--- src/rtl/cpu_types_pkg.sv ---
// Shared CPU types: hazard controller state encoding and register-file constants.
package cpu_types_pkg;

   typedef enum logic [1:0] {
      RUN    = 2'd0,
      BUBBLE = 2'd1,
      SQUASH = 2'd2,
      HALTED = 2'd3
   } hazard_state_t;

   localparam logic [4:0] REG_ZERO = 5'd0;

endpackage

--- src/rtl/hazard_control_unit_load_use_detect.sv ---
// Load-use detector: a load in ID/EX whose destination feeds the instruction in IF/ID.
import cpu_types_pkg::*;

module load_use_detect (
   input  logic [4:0] ifid_rs,
   input  logic [4:0] ifid_rt,
   input  logic [4:0] idex_rt,
   input  logic       idex_dREN,
   output logic       stall_req
);

   always_comb begin
      stall_req = idex_dREN && (idex_rt != REG_ZERO) &&
                  ((idex_rt == ifid_rs) || (idex_rt == ifid_rt));
   end

endmodule

--- src/rtl/hazard_control_unit.sv ---
// Pipeline hazard controller: stalls, squashes, memory-wait freeze and sticky halt.
// Optional build macro HAZARD_PERF_EN adds saturating stall/squash counters.
import cpu_types_pkg::*;

module hazard_control_unit (
   input  logic        CLK,
   input  logic        nRST,
   input  logic        ihit,
   input  logic        dhit,
   input  logic [4:0]  ifid_rs,
   input  logic [4:0]  ifid_rt,
   input  logic [4:0]  idex_rt,
   input  logic        idex_dREN,
   input  logic        exmem_dREN,
   input  logic        exmem_dWEN,
   input  logic        exmem_redirect,
   input  logic        memwb_halt,
   output logic        pc_en,
   output logic        ifid_en,
   output logic        idex_en,
   output logic        exmem_en,
   output logic        memwb_en,
   output logic        ifid_flush,
   output logic        idex_flush,
   output logic        exmem_flush,
   output logic        memwb_flush,
`ifdef HAZARD_PERF_EN
   output logic [31:0] stall_cnt,
   output logic [31:0] squash_cnt,
`endif
   output logic        halt
);

   hazard_state_t state_q, state_d;
   logic lu_stall, dwait, freeze;
   logic pc_en_c, ifid_en_c, idex_en_c, exmem_en_c, memwb_en_c;

   load_use_detect u_lu (
      .ifid_rs   (ifid_rs),
      .ifid_rt   (ifid_rt),
      .idex_rt   (idex_rt),
      .idex_dREN (idex_dREN),
      .stall_req (lu_stall)
   );

   always_ff @(posedge CLK or negedge nRST) begin
      if (!nRST) state_q <= RUN;
      else       state_q <= state_d;
   end

   always_comb begin
      state_d     = state_q;
      pc_en_c     = 1'b0;
      ifid_en_c   = 1'b0;
      idex_en_c   = 1'b0;
      exmem_en_c  = 1'b0;
      memwb_en_c  = 1'b0;
      ifid_flush  = 1'b0;
      idex_flush  = 1'b0;
      exmem_flush = 1'b0;
      memwb_flush = 1'b0;
      halt        = 1'b0;

      dwait  = (exmem_dREN | exmem_dWEN) & ~dhit;
      freeze = (state_q != HALTED) && (dwait || (state_q == RUN && !ihit));

      // Flushes and halt depend on state_q alone; only enables see raw inputs.
      unique case (state_q)
         RUN: begin
            if (!freeze) begin
               if (exmem_redirect) begin
                  {pc_en_c, ifid_en_c, idex_en_c, exmem_en_c, memwb_en_c} = '1;
                  state_d = SQUASH;
               end else if (lu_stall) begin
                  {idex_en_c, exmem_en_c, memwb_en_c} = '1;
                  state_d = BUBBLE;
               end else begin
                  {pc_en_c, ifid_en_c, idex_en_c, exmem_en_c, memwb_en_c} = '1;
               end
            end
         end
         BUBBLE: begin
            idex_flush = 1'b1;
            if (!freeze) begin
               exmem_en_c = 1'b1;
               memwb_en_c = 1'b1;
               state_d    = RUN;
            end
         end
         SQUASH: begin
            ifid_flush  = 1'b1;
            idex_flush  = 1'b1;
            exmem_flush = 1'b1;
            if (!freeze) begin
               memwb_en_c = 1'b1;
               state_d    = RUN;
            end
         end
         HALTED: halt = 1'b1;
         default: state_d = RUN;
      endcase

      if (memwb_halt) state_d = HALTED;
   end

   assign pc_en    = pc_en_c    & nRST;
   assign ifid_en  = ifid_en_c  & nRST;
   assign idex_en  = idex_en_c  & nRST;
   assign exmem_en = exmem_en_c & nRST;
   assign memwb_en = memwb_en_c & nRST;

`ifdef HAZARD_PERF_EN
   logic [31:0] stall_cnt_q, squash_cnt_q;
   logic        stall_inc, squash_inc;

   always_comb begin
      stall_inc  = (state_q != HALTED) && (freeze || state_q == BUBBLE);
      squash_inc = (state_q != SQUASH) && (state_d == SQUASH);
   end

   always_ff @(posedge CLK or negedge nRST) begin
      if (!nRST) begin
         stall_cnt_q  <= '0;
         squash_cnt_q <= '0;
      end else begin
         if (stall_inc && stall_cnt_q != '1)   stall_cnt_q  <= stall_cnt_q + 32'd1;
         if (squash_inc && squash_cnt_q != '1) squash_cnt_q <= squash_cnt_q + 32'd1;
      end
   end

   assign stall_cnt  = stall_cnt_q;
   assign squash_cnt = squash_cnt_q;
`endif

endmodule

--- config.mk ---
export PLATFORM = sky130hd
export DESIGN_NAME = hazard_control_unit
export DESIGN_NICKNAME = d
export VERILOG_FILES = /design/src/rtl/cpu_types_pkg.sv /design/src/rtl/hazard_control_unit_load_use_detect.sv /design/src/rtl/hazard_control_unit.sv
export SDC_FILE = /design/constraint.sdc
export NUM_CORES = 1
export LEC_CHECK = 0
export CORE_AREA = 5 5 42 44
export DETAILED_ROUTE_END_ITERATION = 8
export DIE_AREA = 0 0 47 49
export GPL_ROUTABILITY_DRIVEN = 0
export PLACE_DENSITY = 0.76
export SETUP_SLACK_MARGIN = 0.2
export SLEW_MARGIN = 30
export SYNTH_ARGS = -nofsm -noshare
export SYNTH_HDL_FRONTEND = slang
export SYNTH_SLANG_ARGS = --single-unit
--- constraint.sdc ---
create_clock -name CLK -period 3.25 [get_ports CLK]
set_input_delay 0.325 -clock CLK [delete_from_list [all_inputs] [get_ports CLK]]
set_output_delay 0.325 -clock CLK [all_outputs]
set_load 0.02 [all_outputs]
==> results.toml <==
[global_route]
grt_max_degree = 7
grt_pass1_vias = 469
antenna_found_initial = 0
track_usage_pct = 9.49
grt_pass1_wl_mm = 1.63
grt.overflow.total = 0

[detailed_routing]
routed_wl_mm = 1.10
ant_nets = 0
route.vias.total = 459
drt-initial-drc-count = 2
first_pass_iters = 3
wl_per_cell_microns = 11.4
vias_per_cell = 4.73
drc_errors = 0

[layout]
largest-register = "state_q"
largest_reg_flops = 2
design_area_sq_um = 739
layoutNonFillerInstCount = 97
layout-drive-gt1-share_pct = 12.3
fill_cells = 163
reg_top3 = "state_q x2"
areaGrowthSynthToFinish_pct = 85.3
regArea_sq_um = 50.0
final_net_count = 111
multi_input_area_sq_um = 315
antenna_cells = 0

[logic_synthesis]
synthTopCellsByArea = "xor2_1, dfrtp_1, ha_1, nor2_1, buf_4"
yosysTopAreaCellShare_pct = 21.9
seq_area_frac_synth_pct = 12.5
synthMuxAreaShare_pct = 5.02
ys_types = 22
synthAdderAreaFrac_pct = 12.5
synth_top_family_by_area = "XOR/XNOR gates"
synth_nets = 77
syn_avg_cell_area_sq_um = 8.15
synth-compound-area-share_pct = 18.8
synthXorXnorAreaFrac_pct = 21.9
synth-simple-area-share_pct = 19.7
synth_area_leader_cell = "xor2_1"
synth_seq_cells = 2
syn_inst = 49
yosysWarnings = 0
syn-cell-area_sq_um = 399

[timing]
slew_viol_final = 0
max_freq_ghz = 0.373
report.final.hold_viol_count = 0
hold_ws_ns = 0.300
rsz0062_at_grt = "no"
post-route-period-util_pct = 82.6
setup_viol = 0
skew_ns = 0.00291
setup_tns_ns = 0
post-route-min-period_ns = 2.68

[job]
drv_cap = 0

[critical_path]
r2r-start = "state_q[0]"
critPathArrivalTime_ns = 2.36
path_class = "reg -> out"
ff2ff_path_depth = 7
rrSetupSlack_ns = 1.50
worstSetupEndpoint = "ifid_en"
cp_data_required_time_ns = 2.92
cp-end-kind = "output port"
critPathLaunch = "state_q[0]"
r2r-end = "state_q[0]"
startpoint_type = "register"
worstPathMaxFanout = 6

[run_status]
status = "finished clean"

[clock_network]
hold_buffers = 0
cts_resized = 0
h-tree-depth = 1
clk_latency_ns = 0.22
numCtsBuffers = 3
clockRootBuffer = "clkbuf_4"
cts_sinks = 2
cts_tree = "yes"
cts_max_path_buffers = 2
clk_pin_slew_worst_paths_ns = 0.03
postCtsSetupBuffers = 0

[floorplan]
initial_core_util_pct = 28.5
die_h_microns = 49
io_pins = 34
die_w_microns = 47
dieArea_sq_um = 2300
rows = 14
core_sq_um = 1400

[placement]
dpl_cell_area_sq_um = 717
post-place-cells = 94
hpwl_mm = 1.01
portBuffers = 32

[pwr]
power_uw = 446
ir_drop_mv = 0.239
p_per_area_nw_per_um2 = 604
p_leak_nw = 0.317

[hold_path]
hold_path_class = "in -> async"
kinds of logic (layout without fill, tap and decap cells):
| kind of cell | Yosys count | count (layout) |
|---|---|---|
| other cells | 1 | 1 |
| mux | 2 | 2 |
| buf+inv | 6 | 38 |
| flops | 2 | 2 |
| xor+xnor | 10 | 10 |
| fa+ha+maj | 4 | 4 |
| simple gates | 15 | 15 |
| compound gates | 9 | 9 |
synthesized netlist by cell type:
master / instances
xor2_1: 10
nor2_1: 8
ha_1: 4
buf_4: 3
inv_1: 3
dfrtp_1: 2
mux2i_1: 2
nand2_1: 2
o31a_2: 2
a21oi_1: 1
a21oi_2: 1
a22oi_1: 1
and3_1: 1
conb_1: 1
nor3_1: 1
nor3_2: 1
o21ai_0: 1
o21ai_2: 1
o31ai_1: 1
o31ai_2: 1
or3b_1: 1
or4_4: 1
final cells by class:
type,count,share of cell area (%)
sequential,2,6.77
timing repair buffer,32,43.3
clock buffer,3,3.05
inverter,3,1.52
tap,16,2.71
multi-input combinational,41,42.6
critical path, stage by stage (launching register included):
cell             delay, ns
dfrtp_1               0.39
inv_1                 0.11
ha_1                  0.25
or3b_1                0.36
o31a_2                0.14
and3_1                0.21
o31a_2                0.12
clkdlybuf4s50_1       0.55
metal layers:
metal / track usage [%] / vias to the layer above / wire (microns)
li1: - / 226 / -
met1: 6.78 / 201 / 332
met2: 19.9 / 30 / 597
met3: 1.48 / 2 / 156
met4: 5.53 / 0 / 14
met5: 0 / - / 0
through the flow:
stage	utilization [%]	setup slack, ns
6_report	52.8	0.567
5_1_grt	52.8	0.453
4_1_cts	52.8	0.546
3_5_place_dp	51.2	0.657
3_3_place_gp	51.2	0.690
2_1_floorplan	-	1.12
layout by cell type (no fill, tap or decap), types with 2 or more instances in the layout:
cell type        count
nand2_1              2
ha_1                 4
dfrtp_1              2
clkdlybuf4s50_1     32
o31a_2               2
inv_1                3
clkbuf_4             3
xor2_1              10
mux2i_1              2
nor2_1               8
report_power, final:
part | leakage, nW | internal (mW) | switching, mW
registers | 0.0219 | 0.0374 | 0.00933
clock network | 0.0138 | 0.0407 | 0.0137
logic | 0.281 | 0.168 | 0.177
worst min-delay path by stage:
stage,start,to,slack [ns],cells past startpoint
after detailed placement,nRST,state_q[0],0.53,1
after floorplan,nRST,state_q[0],0.03,0
after global routing,nRST,state_q[0],0.32,1
after global placement,nRST,state_q[0],0.53,1
final,nRST,state_q[0],0.30,1
after CTS,nRST,state_q[0],0.30,1
(Power assumes the default switching activity.)
